==> config.mk <==
export PLATFORM = sky130hd
export DESIGN_NAME = regfile_writeback
export DESIGN_NICKNAME = d
export VERILOG_FILES = /design/src/rtl/regfile_writeback.sv
export SDC_FILE = /design/constraint.sdc
export NUM_CORES = 1
export LEC_CHECK = 0
export ABC_CLOCK_PERIOD_IN_PS = 2000
export CAP_MARGIN = 20
export CORE_AREA = 2 2 101 83
export CTS_BUF_LIST = sky130_fd_sc_hd__clkbuf_4 sky130_fd_sc_hd__clkbuf_8 sky130_fd_sc_hd__clkbuf_16
export CTS_CLUSTER_DIAMETER = 80
export DETAILED_ROUTE_END_ITERATION = 16
export DIE_AREA = 0 0 103 85
export GPL_TIMING_DRIVEN = 0
export PLACE_DENSITY = 0.61
export REMOVE_ABC_BUFFERS = 1
export SETUP_SLACK_MARGIN = 0.4
export SYNTH_ARGS = -nofsm -noshare
export SYNTH_HDL_FRONTEND = slang
export SYNTH_SLANG_ARGS = --single-unit
==> constraint.sdc <==
create_clock -name clk -period 2 [get_ports clk]
set_input_delay 0.4 -clock clk [delete_from_list [all_inputs] [get_ports clk]]
set_output_delay 0.4 -clock clk [all_outputs]
set_load 0.02 [all_outputs]
==> src/rtl/regfile_writeback.sv <==
// regfile_writeback
//   Owns the write port of the 8 x 16-bit register file. Buffers one result
//   per producer (ALU, load path) in a slot register, arbitrates round-robin
//   between the two slots and issues a registered single-cycle write.
//
// Ports
//   clk, rst_n                   clock, asynchronous active-low reset
//   alu_valid/ready/dest/data    ALU result handshake
//   ld_valid/ready/dest/data     load result handshake
//   reg_write_en/dest/data       registered write strobe into the register file
//   pending_mask                 one bit per register with a write held here
module regfile_writeback #(
    parameter int DATA_W = 16,
    parameter int ADDR_W = 3
) (
    input  logic                   clk,
    input  logic                   rst_n,
    input  logic                   alu_valid,
    output logic                   alu_ready,
    input  logic [ADDR_W-1:0]      alu_dest,
    input  logic [DATA_W-1:0]      alu_data,
    input  logic                   ld_valid,
    output logic                   ld_ready,
    input  logic [ADDR_W-1:0]      ld_dest,
    input  logic [DATA_W-1:0]      ld_data,
    output logic                   reg_write_en,
    output logic [ADDR_W-1:0]      reg_write_dest,
    output logic [DATA_W-1:0]      reg_write_data,
    output logic [2**ADDR_W-1:0]   pending_mask
);

    localparam logic GRANT_ALU = 1'b0;
    localparam logic GRANT_LD  = 1'b1;

    logic              alu_slot_valid;
    logic [ADDR_W-1:0] alu_slot_dest;
    logic [DATA_W-1:0] alu_slot_data;
    logic              ld_slot_valid;
    logic [ADDR_W-1:0] ld_slot_dest;
    logic [DATA_W-1:0] ld_slot_data;
    logic              last_grant;
    logic              grant_alu;
    logic              grant_ld;

    // On a tie the source that did not win last time is served.
    always_comb begin
        grant_alu = alu_slot_valid && (!ld_slot_valid || last_grant == GRANT_LD);
        grant_ld  = ld_slot_valid && (!alu_slot_valid || last_grant == GRANT_ALU);
    end

    // A slot that drains this cycle can be refilled in the same edge.
    assign alu_ready = !alu_slot_valid || grant_alu;
    assign ld_ready  = !ld_slot_valid || grant_ld;

    always_ff @(posedge clk or negedge rst_n) begin
        if (!rst_n) begin
            alu_slot_valid <= 1'b0;
            alu_slot_dest  <= '0;
            alu_slot_data  <= '0;
        end else if (alu_valid && alu_ready) begin
            alu_slot_valid <= 1'b1;
            alu_slot_dest  <= alu_dest;
            alu_slot_data  <= alu_data;
        end else if (grant_alu) begin
            alu_slot_valid <= 1'b0;
        end
    end

    always_ff @(posedge clk or negedge rst_n) begin
        if (!rst_n) begin
            ld_slot_valid <= 1'b0;
            ld_slot_dest  <= '0;
            ld_slot_data  <= '0;
        end else if (ld_valid && ld_ready) begin
            ld_slot_valid <= 1'b1;
            ld_slot_dest  <= ld_dest;
            ld_slot_data  <= ld_data;
        end else if (grant_ld) begin
            ld_slot_valid <= 1'b0;
        end
    end

    // Output register: dest/data hold their last value when no write issues.
    always_ff @(posedge clk or negedge rst_n) begin
        if (!rst_n) begin
            reg_write_en   <= 1'b0;
            reg_write_dest <= '0;
            reg_write_data <= '0;
            last_grant     <= GRANT_LD;
        end else begin
            reg_write_en <= grant_alu || grant_ld;
            if (grant_alu) begin
                reg_write_dest <= alu_slot_dest;
                reg_write_data <= alu_slot_data;
                last_grant     <= GRANT_ALU;
            end else if (grant_ld) begin
                reg_write_dest <= ld_slot_dest;
                reg_write_data <= ld_slot_data;
                last_grant     <= GRANT_LD;
            end
        end
    end

    always_comb begin
        pending_mask = '0;
        if (alu_slot_valid) pending_mask[alu_slot_dest] = 1'b1;
        if (ld_slot_valid)  pending_mask[ld_slot_dest]  = 1'b1;
        if (reg_write_en)   pending_mask[reg_write_dest] = 1'b1;
    end

endmodule

==> results by group, run 1 <==
Status
  • Status: finished clean

Setup path
  • Worst EP arrival: 1.53 ns
  • R2R depth: 4
  • Worst Setup End Kind: output port
  • WP data required: 1.60 ns
  • CP Launch Type: flop
  • CP cell instances: nor2b_4 -> a22o_1 -> a31o_2 -> buf_6
  • Critical Setup Path Class: reg -> out
  • CP max-delay cell: dfrtp_4
  • Critical Path Fanout Max: 3
  • Reg-to-reg slack, setup: 0.46 ns
  • CP max stage delay: 0.49 ns

Clock network
  • Deepest clock path buffer count: 2
  • CTS sink cnt: 61
  • CTS buffer count: 9
  • CTS root buffer: clkbuf_8
  • Clk Latency, worst-skew pair: 0.34 ns
  • CTS tree: done
  • # H-tree levels: 3
  • CTS Hold Bufs: 0
  • Worst-path clk slew: 0.07 ns

Synth
  • Warnings from Yosys: 0
  • Synth cell types: 32
  • FF+latch count, synth: 61
  • Area leader, netlist: dfrtp_1
  • Post-synth EDFFs: 0
  • Async SR Flop Fraction: 100%
  • Gate Count Post-Synth: 214
  • Most used DFF post-synth: dfrtp_1
  • Area share of the largest cell type after synthesis: 55.1%
  • Mapped Avg Cell Area: 12.7 um^2
  • Main area contributors after synthesis: dfrtp_1 (55%), mux2_2 (19%), nor2_1 (2.6%), o22a_1 (2.6%), o21a_1 (2.5%)
  • Netlist Area Pre-Place: 2730 um^2
  • Seq/Total Area, Yosys: 56.1%

GRT
  • Number of global-route vias before repair: 2142
  • GR Overflow Total: 0
  • Largest net degree at the start of global routing: 32
  • Total track usage: 16.7%
  • First-pass GRT wire length: 11.0 mm
  • Antenna violations before repair: 0

Finish
  • Finished Core Util: 50.4%
  • Commonest non-fill, non-tap cells in the layout: dfrtp_1 (52), mux2_2 (47), clkdlybuf4s50_1 (40)
  • Most common cell after layout, fill and taps aside: dfrtp_1
  • # nets final: 344
  • Post-route insts no fill: 415
  • Share of cells above drive strength 1: 38.1%
  • N_diodes: 0
  • Area Overhead vs Synth: 43.6%

Die
  • Core Area: 7760 um^2
  • Core Rows: 29
  • Initial Util: 35.1%
  • Die W: 103 um
  • Die area: 8760 um^2
  • Die height: 85 um
  • IO Count: 72

STA
  • # setup viols final: 0
  • Worst-margin pin slew: 0.716 ns
  • Hold slack: 0.117 ns
  • Final min period: 1.93 ns
  • Peak Freq: 0.519 GHz
  • Fin. max-slew vios: 0
  • Fin crit share: 96.3%
  • Clk_skew: 0.0132 ns
  • Unrepaired setup endpoints after global routing: true
  • Fin. Hold Viols: 0
  • Final setup margin: 0.0740 ns
  • Slew Limit Headroom: 52.3%

Drt
  • DRT Pass-1 Iters: 4
  • Routed Antenna Nets: 0
  • Drt wl/cell: 16.4 um
  • Vias: 2038
  • Total wire length: 6.80 mm
  • Iteration-0 DRC Markers: 63
  • DRC: 0
  • Vias/cell: 4.91

Place
  • Placed cells: 384
  • Post-Place Setup Slack: -0.516 ns
  • Routability cong.: 0.819
  • PortBufs: 71
  • Placed wire-length estimate: 4.20 mm

Power and ir drop
  • Leakage: 1.65 nW
  • Total chip power: 5.37 mW
  • Power per Cell Area: 1370 nW/um^2
  • Peak VDD IR: 0.000498 V

Run
  • Max-Cap Viols: 0

Hold path
  • HP Class: in -> async
-- report_power, final --
| part | leakage [nW] | total (mW) | switching (mW) | internal, mW |
|---|---|---|---|---|
| registers | 0.695 | 2.01 | 0.333 | 1.67 |
| logic | 0.849 | 2.26 | 1.14 | 1.12 |
| clock network | 0.103 | 1.10 | 0.471 | 0.633 |
| total | 1.65 | 5.37 | 1.95 | 3.43 |
-- routing by layer --
layer	up-vias	part of all wire (%)	GRT usage, %
met5	-	0	0
li1	963	-	-
met2	63	47	25.9
met3	9	6.6	6.10
met4	0	1.6	5.02
met1	1003	45	22.0
-- cell type report --
cell class	instances	area (um^2)
Clock inverter	4	47.5
Inverter	4	15.0
Sequential cell	61	1540
Multi-Input combinational cell	139	1190
Clock buffer	12	153
Timing Repair Buffer	87	832
Tap cell	108	135
Fill cell	730	3850
-- worst max-delay path, delay by kind of cell, from the launching register on --
kind	cells	cell delay [ns]
DFF	1	0.49
buffers and inverters	1	0.13
AOI/OAI and AO/OA	2	0.44
and+or+nand+nor	1	0.14
-- sequential cells by signal, summed over array words and instances (netlist names) --
signal          cells
ld_slot_dest        3
alu_slot_data      16
reg_write_dest      3
ld_slot_data       16
last_grant          1
reg_write_en        1
alu_slot_dest       3
ld_slot_valid       1
alu_slot_valid      1
reg_write_data     16
-- metrics by stage --
| step | area (um^2) | setup TNS [ns] |
|---|---|---|
| floorplan | 2660 | -0.132 |
| global placement | 3500 | -95.14 |
| detailed placement | 3520 | -4.13 |
| CTS | 3860 | 0 |
| global route | 3910 | 0 |
| finish | 3910 | 0 |
-- synth_stat cells (4+ instances only) --
master and number:
a32oi_1 4, dfrtp_1 60, mux2_2 47, nand2_1 6, nand3_1 10, nor2_1 19
nor2b_1 7, o21a_1 9, o22a_1 8, o22ai_1 9
-- cells by family (layout without fill, tap and decap cells) --
| logic type | Yosys count | count (layout) | share of synthesized area [%] |
|---|---|---|---|
| buffers and inverters | 14 | 107 | 3.08 |
| AO/OA/AOI/OAI | 40 | 40 | 11.2 |
| AND/OR/NAND/NOR | 52 | 52 | 10.2 |
| flip-flops | 61 | 61 | 56.1 |
| multiplexers | 47 | 47 | 19.4 |
-- repair_timing --
action                                  in CTS  in global routing
gates cloned                                 0                  0
resized for setup                          103                 11
endpoints found under the setup margin      88                 26
pin swaps                                    8                  5
buffers inserted                            13                  2
-- final timing paths --
kind	start	end
min in group clk	alu_slot_data[5]	reg_write_data[5]
min reg2reg	alu_slot_data[5]	reg_write_data[5]
max	ld_slot_valid	pending_mask[0]
max in group asynchronous	rst_n	last_grant
min	rst_n	reg_write_data[15]
max reg2reg	last_grant	ld_slot_data[14]
(Power assumes the default switching activity.)
==> inputs of run 2 (changes only) <==
Settings changed: CTS_BUF_LIST sky130_fd_sc_hd__clkbuf_4 sky130_fd_sc_hd__clkbuf_8 sky130_fd_sc_hd__clkbuf_16 to sky130_fd_sc_hd__clkbuf_8 sky130_fd_sc_hd__clkbuf_16.
==> results by group, run 2 (synthesis results as in run 1) <==
Finish
  • Design area: 3910 um^2 (about the same)
  • Largest registers: alu_slot_data (16), ld_slot_data (16), reg_write_data (16) (unchanged)
  • Area taken by flip-flops and latches: 1540 um^2 (unchanged)
  • N_diodes: 0 (unchanged)
  • # nets final: 344 (unchanged)
  • Share of cells above drive strength 1: 37.5% (was 38.1%)
  • Footprint of the multi-input gates: 1190 um^2 (unchanged)
  • Post-route insts no fill: 415 (unchanged)
  • Most common cell after layout, fill and taps aside: dfrtp_1 (unchanged)
  • # fillers: 729 (was 730)
  • Area Overhead vs Synth: 43.3% (was 43.6%)
  • Finished Core Util: 50.3% (was 50.4%)
  • Commonest non-fill, non-tap cells in the layout: dfrtp_1 (52), mux2_2 (47), clkdlybuf4s50_1 (40) (unchanged)

Drt
  • Routed Antenna Nets: 0 (unchanged)
  • Iteration-0 DRC Markers: 77 (was 63)
  • Highest routed metal layer: met4 (unchanged)
  • Total wire length: 6.79 mm (was 6.80 mm)
  • DRT Pass-1 Iters: 4 (unchanged)
  • Vias: 2023 (was 2038)
  • DR WL met2: 3.23 mm (was 3.21 mm)
  • Vias/cell: 4.87 (was 4.91)
  • Drt wl/cell: 16.4 um (about the same)
  • DRC: 0 (unchanged)
  • Met1 wire length: 2.99 mm (was 3.03 mm)
  • Met3 wire length: 456 um (was 449 um)

Clock network
  • Worst-path clk slew: 0.07 ns (about the same)
  • CTS sink cnt: 61 (unchanged)
  • Deepest clock path buffer count: 2 (unchanged)
  • # H-tree levels: 3 (unchanged)
  • CTS buffer count: 9 (unchanged)
  • CTS tree: done (unchanged)
  • CTS root buffer: clkbuf_8 (unchanged)
  • Clk Latency, worst-skew pair: 0.33 ns (was 0.34 ns)

GRT
  • First-pass GRT wire length: 11.0 mm (unchanged)
  • Number of global-route vias before repair: 2147 (was 2142)
  • Antenna violations before repair: 0 (unchanged)
  • Total track usage: 16.7% (about the same)
  • Largest net degree at the start of global routing: 32 (unchanged)
  • GR Overflow Total: 0 (unchanged)

Power and ir drop
  • Pint: 3.39 mW (was 3.43 mW)
  • Peak VDD IR: 0.000505 V (was 0.000498 V)
  • Power per Cell Area: 1360 nW/um^2 (was 1370 nW/um^2)
  • Flop pwr share: 37.7% (was 37.4%)
  • Psw: 1.94 mW (was 1.95 mW)
  • Leakage: 1.65 nW (about the same)
  • Net Sw Frac: 36.4% (was 36.2%)
  • Combinational share of power: 42.4% (was 42.1%)
  • Total chip power: 5.33 mW (was 5.37 mW)
  • Clock Power Share: 19.9% (was 20.6%)

Place
  • Placed wire-length estimate: 4.20 mm (unchanged)
  • Placed cells: 384 (unchanged)
  • Routability cong.: 0.819 (unchanged)
  • PortBufs: 71 (unchanged)
  • Post-Place Setup Slack: -0.516 ns (unchanged)
  • Placed standard-cell area: 3520 um^2 (unchanged)

Setup path
  • WP data required: 1.60 ns (about the same)
  • Buf/Inv on CP: 1 (unchanged)
  • CP cell instances: nor2b_4 -> a22o_1 -> a31o_2 -> buf_6 (unchanged)
  • Origin of the worst setup path: ld_slot_valid (unchanged)
  • Critical Path Fanout Max: 3 (unchanged)
  • Worst path top cell family by delay: flip-flops (unchanged)
  • Reg-to-reg slack, setup: 0.46 ns (about the same)
  • CP max stage delay: 0.49 ns (about the same)
  • CP Launch Type: flop (unchanged)
  • Worst EP arrival: 1.53 ns (about the same)
  • CP max-delay cell: dfrtp_4 (unchanged)
  • Critical Setup Path Class: reg -> out (unchanged)
  • Worst Setup End Kind: output port (unchanged)
  • Reg2Reg Launch Point: last_grant (unchanged)

STA
  • Slew Limit Headroom: 52.4% (was 52.3%)
  • # setup viols final: 0 (unchanged)
  • Final min period: 1.93 ns (about the same)
  • Worst-margin pin slew: 0.715 ns (was 0.716 ns)
  • Fin crit share: 96.3% (about the same)
  • Fin. Hold Viols: 0 (unchanged)
  • Setup TNS: 0 ns (unchanged)
  • Peak Freq: 0.519 GHz (about the same)
  • Fin. max-slew vios: 0 (unchanged)
  • Hold slack: 0.119 ns (was 0.117 ns)
  • Final setup margin: 0.0739 ns (was 0.0740 ns)
  • Clk_skew: 0.00998 ns (was 0.0132 ns)
  • Unrepaired setup endpoints after global routing: true (unchanged)

Die
  • Die area: 8760 um^2 (unchanged)
  • Core Rows: 29 (unchanged)
  • Initial Util: 35.1% (unchanged)
  • Die height: 85 um (unchanged)
  • Core Area: 7760 um^2 (unchanged)
  • Die W: 103 um (unchanged)
  • IO Count: 72 (unchanged)

Status
  • Status: finished clean (unchanged)

Hold path
  • HP Class: in -> async (unchanged)

Run
  • Max-Cap Viols: 0 (unchanged)
## run 2: cell count changes in the layout (fill, tap and decap cells not counted), sizes merged
| cell | previous run | this run |
|---|---|---|
| clkbuf | 12 | 10 |
| inv | 4 | 6 |
## run 2: power groups by stage
stage / registers (mW) / logic, mW / clock network [mW]
floorplan: 2.21 / 0.999 / 0
global placement: 2.05 / 2.09 / 0
detailed placement: 2.06 / 2.12 / 0
CTS: 2.00 / 2.19 / 1.10
global route: 2.07 / 2.44 / 1.16
finish: 2.01 / 2.26 / 1.06
## run 2: metal layers
layer / track usage (%) / vias up
met2: 25.9 / 62
li1: - / 963
met3: 6.10 / 9
met1: 21.9 / 989
met5: 0 / -
met4: 5.02 / 0
## run 2: repair_timing
action | CTS | global route
buffers inserted | 13 | 2
gates resized for setup | 103 | 11
endpoints found under the setup margin | 88 | 26
hold buffers | 0 | 0
pin swaps | 8 | 5
## run 2: final timing paths
check | endpoint | cells past startpoint
max in group asynchronous | last_grant | 2
min in group clk | reg_write_data[5] | 1
setup reg to reg | ld_slot_data[14] | 4
setup / recovery | pending_mask[0] | 4
hold reg to reg | reg_write_data[5] | 1
hold / removal | reg_write_data[15] | 1
## run 2: final cells by class
type                    count  area share (%)
clock buffers              10            3.52
clock inverters             6            1.41
multi-input cells         139            30.4
well taps                 108            3.46
flip-flops and latches     61            39.5
repair buffers             87            21.3
inverters                   4           0.384
